[config.mk]
export PLATFORM = sky130hd
export DESIGN_NAME = reg_file_param
export DESIGN_NICKNAME = d
export VERILOG_FILES = /design/src/rtl/reg_file_param.sv
export SDC_FILE = /design/constraint.sdc
export NUM_CORES = 1
export LEC_CHECK = 0
export ABC_CLOCK_PERIOD_IN_PS = 1700
export CORE_ASPECT_RATIO = 1.4
export CORE_MARGIN = 5
export CORE_UTILIZATION = 58
export CTS_BUF_LIST = sky130_fd_sc_hd__clkbuf_16
export CTS_CLUSTER_DIAMETER = 150
export DETAILED_ROUTE_END_ITERATION = 7
export PLACE_DENSITY = 0.85
export SLEW_MARGIN = 20
export SYNTH_ARGS = -nofsm -noshare
export SYNTH_HDL_FRONTEND = slang
export SYNTH_SLANG_ARGS = --single-unit
[constraint.sdc]
create_clock -name CLK -period 1.7 [get_ports CLK]
set_input_delay 0.255 -clock CLK [delete_from_list [all_inputs] [get_ports CLK]]
set_output_delay 0.255 -clock CLK [all_outputs]
set_load 0.01 [all_outputs]
[src/rtl/reg_file_param.sv]
// reg_file_param: parametrised register file with one write port, two
// combinational read ports, a load-pending scoreboard, optional write bypass,
// optional hardwired zero register and a sequenced clear engine.
module reg_file_param #(
  parameter int WIDTH        = 8,
  parameter int DEPTH        = 8,
  parameter int WRITE_BYPASS = 0,
  parameter int ZERO_REG     = 0,
  localparam int AW          = $clog2(DEPTH)
) (
  input  logic             CLK,
  input  logic             RESET,
  input  logic [WIDTH-1:0] IN,
  input  logic [AW-1:0]    INADDRESS,
  input  logic             WRITE,
  input  logic             BUSYWAIT,
  input  logic [AW-1:0]    OUT1ADDRESS,
  input  logic [AW-1:0]    OUT2ADDRESS,
  output logic [WIDTH-1:0] OUT1,
  output logic [WIDTH-1:0] OUT2,
  input  logic             LOAD_REQ,
  input  logic [AW-1:0]    LOAD_ADDR,
  output logic             OUT1_PENDING,
  output logic             OUT2_PENDING,
  input  logic             CLEAR,
  output logic             CLEAR_BUSY
);

  typedef enum logic {IDLE, CLEARING} state_t;

  state_t           state;
  logic [AW-1:0]    cnt;
  logic [WIDTH-1:0] regs [DEPTH];
  logic [DEPTH-1:0] pending;

  logic wr_acc;
  logic ld_acc;

  // Register 0 is excluded from writes and loads when hardwired to zero.
  assign wr_acc = WRITE && !BUSYWAIT && (state == IDLE) &&
                  !((ZERO_REG != 0) && (INADDRESS == '0));
  assign ld_acc = LOAD_REQ && (state == IDLE) &&
                  !((ZERO_REG != 0) && (LOAD_ADDR == '0));

  // Read data: zero register first, then same-cycle bypass, then storage.
  function automatic logic [WIDTH-1:0] sel_data(
    input logic [AW-1:0]    a,
    input logic [WIDTH-1:0] stored,
    input logic             wacc,
    input logic [AW-1:0]    waddr,
    input logic [WIDTH-1:0] wdata
  );
    if ((ZERO_REG != 0) && (a == '0)) return '0;
    if ((WRITE_BYPASS != 0) && wacc && (a == waddr)) return wdata;
    return stored;
  endfunction

  // Pending flag: a bypassed read only stays pending if a new load re-targets it.
  function automatic logic sel_pend(
    input logic          a_pend,
    input logic [AW-1:0] a,
    input logic          wacc,
    input logic [AW-1:0] waddr,
    input logic          lacc,
    input logic [AW-1:0] laddr
  );
    if ((ZERO_REG != 0) && (a == '0)) return 1'b0;
    if ((WRITE_BYPASS != 0) && wacc && (a == waddr)) return lacc && (laddr == a);
    return a_pend;
  endfunction

  assign OUT1 = sel_data(OUT1ADDRESS, regs[OUT1ADDRESS], wr_acc, INADDRESS, IN);
  assign OUT2 = sel_data(OUT2ADDRESS, regs[OUT2ADDRESS], wr_acc, INADDRESS, IN);
  assign OUT1_PENDING = sel_pend(pending[OUT1ADDRESS], OUT1ADDRESS, wr_acc,
                                 INADDRESS, ld_acc, LOAD_ADDR);
  assign OUT2_PENDING = sel_pend(pending[OUT2ADDRESS], OUT2ADDRESS, wr_acc,
                                 INADDRESS, ld_acc, LOAD_ADDR);

  // Storage, scoreboard and clear sequencer; reset aborts any clear or load.
  always_ff @(posedge CLK or negedge RESET) begin
    if (!RESET) begin
      state      <= IDLE;
      cnt        <= '0;
      CLEAR_BUSY <= 1'b0;
      pending    <= '0;
      for (int i = 0; i < DEPTH; i++) regs[i] <= '0;
    end else begin
      case (state)
        IDLE: begin
          if (wr_acc) begin
            regs[INADDRESS]    <= IN;
            pending[INADDRESS] <= 1'b0;
          end
          // The load is applied after the write so a same-address load wins.
          if (ld_acc) pending[LOAD_ADDR] <= 1'b1;
          if (CLEAR) begin
            state      <= CLEARING;
            cnt        <= '0;
            CLEAR_BUSY <= 1'b1;
          end
        end
        CLEARING: begin
          regs[cnt]    <= '0;
          pending[cnt] <= 1'b0;
          cnt          <= cnt + AW'(1);
          if (cnt == AW'(DEPTH - 1)) begin
            state      <= IDLE;
            CLEAR_BUSY <= 1'b0;
          end
        end
        default: begin
          state      <= IDLE;
          CLEAR_BUSY <= 1'b0;
        end
      endcase
    end
  end

endmodule
==> results of run 1 <==
sequential cells by signal (all words and copies together), names as in the netlist:
register / cells
regs: 64
cnt: 3
CLEAR_BUSY: 1
pending: 8
state: 1
layout make-up:
cell class                 instances  area (um2)  share of cell area, %
timing repair buffer             168        1580                   24.4
clock buffer                       9         225                   3.48
multi-input combinational        259        2500                   38.7
clock inverter                     7        66.3                   1.03
tap                              100         125                   1.94
sequential                        77        1930                   29.8
inverter                          10        37.5                  0.581
power breakdown:
part	leakage [nW]	internal, mW	switching, mW
logic	1.67	1.39	1.37
clock network	0.136	1.13	0.819
registers	1.05	2.18	0.395
layer usage:
layer  up-vias  wire [um]
met3       132       2050
li1       1770          -
met5         -          0
met4         0       1290
met2       439       8290
met1      2165       5600
what timing repair did:
| item | CTS | global route |
|---|---|---|
| hold buffers | 1 | 0 |
| resized for setup | 111 | 16 |
| gates cloned | 2 | 0 |
| setup endpoints to repair | 19 | 48 |
| buffers inserted | 26 | 11 |
| hold endpoints to repair | 33 | 0 |
cells by family after synthesis:
family                   after synthesis  synth area share (%)
multiplexers                          70                  25.4
AO/OA/AOI/OAI                        125                  18.1
buffers and inverters                 45                  5.64
adder cells (fa/ha/maj)                2                 0.542
AND/OR/NAND/NOR                       62                  8.57
flip-flops                            77                  41.7
cells in the final DEF, fill, tap and decap left out, types with 3 or more instances in the layout:
cell	count
buf_4	111
mux4_2	36
mux2_2	3
nand2b_1	4
nand2b_4	3
a22oi_1	8
o21ai_1	53
clkbuf_16	9
mux2_4	15
buf_6	19
nor2_1	3
o211ai_2	12
nand2_1	25
nand4b_1	3
clkdlybuf4s50_1	21
o21ai_0	8
dfrtp_1	76
buf_12	11
mux2i_1	16
o21ai_2	3
o211ai_1	36
inv_1	10
metrics by stage:
stage / setup TNS, ps / instance area [um2] / power (mW)
finish: -4200 / 6460 / 7.27
global route: -4520 / 6460 / 7.53
CTS: -3870 / 6320 / 7.00
detailed placement: -21560 / 5690 / 4.87
global placement: -19030 / 5690 / 4.73
floorplan: 0 / 4620 / 3.72
critical path: stages, from the launching register on:
cell and delay (ps):
dfrtp_1 430, mux4_2 510, mux2_4 290, buf_6 120
worst max-delay path by stage:
stage	slack [ps]	cells past startpoint	to
floorplan	110	4	OUT1_PENDING
global placement	-800	5	OUT2[3]
detailed placement	-800	5	OUT1[3]
CTS	-240	3	OUT2[1]
global route	-270	3	OUT2_PENDING
finish	-260	3	OUT1[4]
==> qor.yml, run 1 <==
synth:
  synth_top_area_share_pct: 41.7
  synth.ff_latch_count: 77
  avgSynthCellArea_um2: 12.1
  yosysTopAreaCell: "dfrtp_1"
  yosysSeqAreaShare_pct: 41.7
  yosysWarnings: 0
  synth_edf_count: 0
  synth_fp_nets: 409
  ys_top_cells_by_count: "dfrtp_1, o21ai_1, mux4_2, o211ai_1, nand2_1"
  yosysUniqueCellTypes: 42
  synthTopCellsByArea: "dfrtp_1, mux4_2, o21ai_1"
  syn_inst: 381
  synthesis.area_um2: 4620
  ys.flop_type: "dfrtp_1"
  async_reset_ff_share_pct: 100
  yosysMostFrequentCell: "dfrtp_1"
final_layout:
  finalNonFillerCells: 630
  fillers: 393
  num_antenna_cells: 0
  synthToLayoutAreaGrowth_pct: 40.1
  postLayoutCoreUtil_pct: 83.4
  drive_above_1_share_pct: 44.9
  final_nets: 553
global_routing:
  grt_pass1_wl_um: 26900
  grt_use_met3_pct: 11.2
  gr-usage-met2_pct: 58.6
  grt_use_met1_pct: 42.3
  grt_pass1_vias: 4823
  grt_use_total_pct: 36.7
  antenna_found_initial: 0
  overflow: 0
  grt_max_degree: 37
  busiest_layer: "met2"
clock_network:
  cts_tree: "built"
  cts_max_level: 3
  cts_buffer_depth: 2
  cts.clk_slew.worst_paths_ps: 70
  cts_buffers: 9
  cts_sinks: 77
  clk_latency_ps: 350
  root_buffer: "clkbuf_16"
floorplan:
  die_y_um: 116
  die_width_um: 85.4
  dieArea_um2: 9870
  start_util_pct: 59.6
  fp-row-count: 38
  ios: 45
  core_region_area_um2: 7750
critical_path:
  critPathKind: "flop to output port"
  required_ps: 1440
  r2r-end: "regs[43]$_DFFE_PN0P_"
  rrSetupSlack_ps: 20
  critical_path_arrival_ps: 1700
  cp-end-kind: "output port"
  startpoint_type: "flop"
  r2r_start: "state$_DFF_PN0_"
  startpoint: "regs[12]$_DFFE_PN0P_"
  reg2regPathDepth: 4
  worstPathMaxFanout: 3
place:
  port_buffers: 44
  gp_congestion: 0.903
  dpl.cell_count: 574
  hpwl_um: 10100
  dp_slack_ps: -805
drt:
  drc: 0
  wl_per_cell_um: 27.3
  ant_nets: 0
  vias: 4506
  finalWirelength_um: 17200
  drtIter0Drc: 669
  viasPerCell: 7.15
  dr.pass1.iters: 5
sta:
  fin_skew_ps: 7.90
  final-max-slew-violation-count: 0
  setup_viol: 18
  hold_violations: 0
  fin_crit_sh_pct: 115
  tightest_slew_ps: 527
  holdWs_ps: 412
  setup_ws_ps: -259
  clock.fmax_mhz: 510
  rsz0062_at_grt: "true"
  maxSlewHeadroom_pct: 64.7
  min_period_ps: 1960
hold_path:
  holdCritPathClass: "input pin to asynchronous set/reset pin"
pwr:
  cellLeakagePower_nw: 2.86
  power_density_nw_per_um2: 1120
  ir_drop_uv: 1180
run:
  drv_cap: 0
status:
  outcome: "finished with violations"
  violations: "negative setup slack"
No activity file was read; power rests on OpenSTA's default activity.
==> run 2, diff against run 1 <==
--- a/config.mk
+++ b/config.mk
@@ -13,6 +13,7 @@
 export CTS_CLUSTER_DIAMETER = 150
 export DETAILED_ROUTE_END_ITERATION = 7
 export PLACE_DENSITY = 0.85
+export SKIP_CTS_REPAIR_TIMING = 1
 export SLEW_MARGIN = 20
 export SYNTH_ARGS = -nofsm -noshare
 export SYNTH_HDL_FRONTEND = slang
==> run 2 against run 1 <==
  * Register-to-register slack lost 40 ps
  * Clock-buffer cell count is the same
  * Global-route usage shrank 4.1 points
  * Sequential cell count is the same
  * Combinational power is essentially flat
  * Via count grew 4.2%
  * Sequential share of layout area grew 0.081 points
  * Clock power is essentially flat
  * Design area shrank 0.27%
  * The flow still finishes with violations (negative setup slack)
==> qor.yml, run 2 (synthesis results as in run 1) <==
floorplan:
  ios: 45
  fp-row-count: 38
  start_util_pct: 59.6
  die_y_um: 116
  dieArea_um2: 9870
  core_region_area_um2: 7750
  die_width_um: 85.4
drt:
  viasPerCell: 7.30
  vias: 4697
  ant_nets: 0
  dr.pass1.iters: 5
  wl_per_cell_um: 28.7
  drtIter0Drc: 887
  finalWirelength_um: 18400
  drc: 0
final_layout:
  final_common_cell: "buf_4"
  num_antenna_cells: 0
  largest_register_ffs: 64
  largest_register: "regs"
  synthToLayoutAreaGrowth_pct: 39.7
  layout_common_cells: "buf_4, dfrtp_1, o21ai_1, mux4_2, o211ai_1"
  top_regs: "regs: 64 flops, pending: 8 flops, cnt: 3 flops"
  fillers: 389
  drive_above_1_share_pct: 45.1
  final_nets: 566
critical_path:
  r2r-end: "regs[49]$_DFFE_PN0P_"
  worstPathMaxFanout: 3
  r2r_start: "state$_DFF_PN0_"
  reg2regPathDepth: 4
  critPathKind: "flop to output port"
  rrSetupSlack_ps: -20
  crit_buf_inv: 1
  startpoint_type: "flop"
  cp-end-kind: "output port"
  cp_top_family: "multiplexers"
  required_ps: 1440
  cpMaxStageDelayCell: "mux4_2"
  crit_chain: "mux4_2, mux2_4, buf_6"
  critical_path_arrival_ps: 1810
  slowest_delay_ps: 560
place:
  port_buffers: 44
  hpwl_um: 10100
  gp_congestion: 0.903
  dp_slack_ps: -805
clock_network:
  root_buffer: "clkbuf_16"
  cts_sinks: 77
  cts_buffers: 9
  cts.clk_slew.worst_paths_ps: 60
  cts_buffer_depth: 2
  clk_latency_ps: 350
  cts_max_level: 3
  cts_tree: "built"
sta:
  fin_crit_sh_pct: 122
  fin_setup_tns_ps: -4580
  rsz0062_at_grt: "true"
  min_period_ps: 2070
  clock.fmax_mhz: 484
  tightest_slew_ps: 583
  fin_skew_ps: 7.33
  setup_viol: 20
  maxSlewHeadroom_pct: 60.9
  setup_ws_ps: -367
  final-max-slew-violation-count: 0
  hold_violations: 0
hold_path:
  holdCritPathClass: "input pin to asynchronous set/reset pin"
pwr:
  power_density_nw_per_um2: 1130
  cellLeakagePower_nw: 2.88
  ir_drop_uv: 1190
run:
  drv_cap: 0
global_routing:
  grt_pass1_wl_um: 24100
  grt_use_total_pct: 32.6
  grt_max_degree: 37
  overflow: 0
  antenna_found_initial: 0
  grt_pass1_vias: 4495
status:
  outcome: "finished with violations"
  violations: "negative setup slack"
## run 2: where the power goes
group	internal, mW	total (mW)	switching, mW
sequential	2.18	2.60	0.421
clock	1.13	1.96	0.835
combinational	1.34	2.75	1.41
## run 2: layout make-up
class | instances | area, um2 | share of cell area [%]
Sequential cell | 77 | 1930 | 29.9
Clock buffer | 9 | 225 | 3.49
Clock inverter | 7 | 66.3 | 1.03
Multi-Input combinational cell | 259 | 2460 | 38.2
Tap cell | 100 | 125 | 1.94
Timing Repair Buffer | 181 | 1610 | 24.9
Inverter | 10 | 37.5 | 0.582
## run 2: how the worst max path moves through the flow
stage                         startpoint      endpoint  slack [ps]  depth (start not counted)
finish              regs[51]$_DFFE_PN0P_       OUT2[3]        -370                          3
global route        regs[35]$_DFFE_PN0P_       OUT2[3]        -360                          3
CTS                       OUT2ADDRESS[1]       OUT2[1]        -840                          5
detailed placement        OUT1ADDRESS[0]       OUT1[3]        -800                          5
global placement          OUT2ADDRESS[0]       OUT2[3]        -800                          5
floorplan                 OUT1ADDRESS[1]  OUT1_PENDING         110                          4
## run 2: through the flow
stage	hold slack, ps	cell area (um2)	utilization [%]	cells	power [mW]
global route	496	6450	83.2	643	7.54
global placement	243	5690	73.4	574	4.73
CTS	-121	5980	77.1	590	6.83
detailed placement	250	5690	73.4	574	4.87
floorplan	-40.6	4620	-	381	3.72
finish	417	6450	83.2	643	7.31
## run 2: metal layers
metal	vias up	wire length [um]	GRT usage, %
met5	-	0	0
met4	0	1780	22.6
met1	2219	5850	37.1
met3	179	2040	9.10
li1	1797	-	-
met2	502	8780	53.0
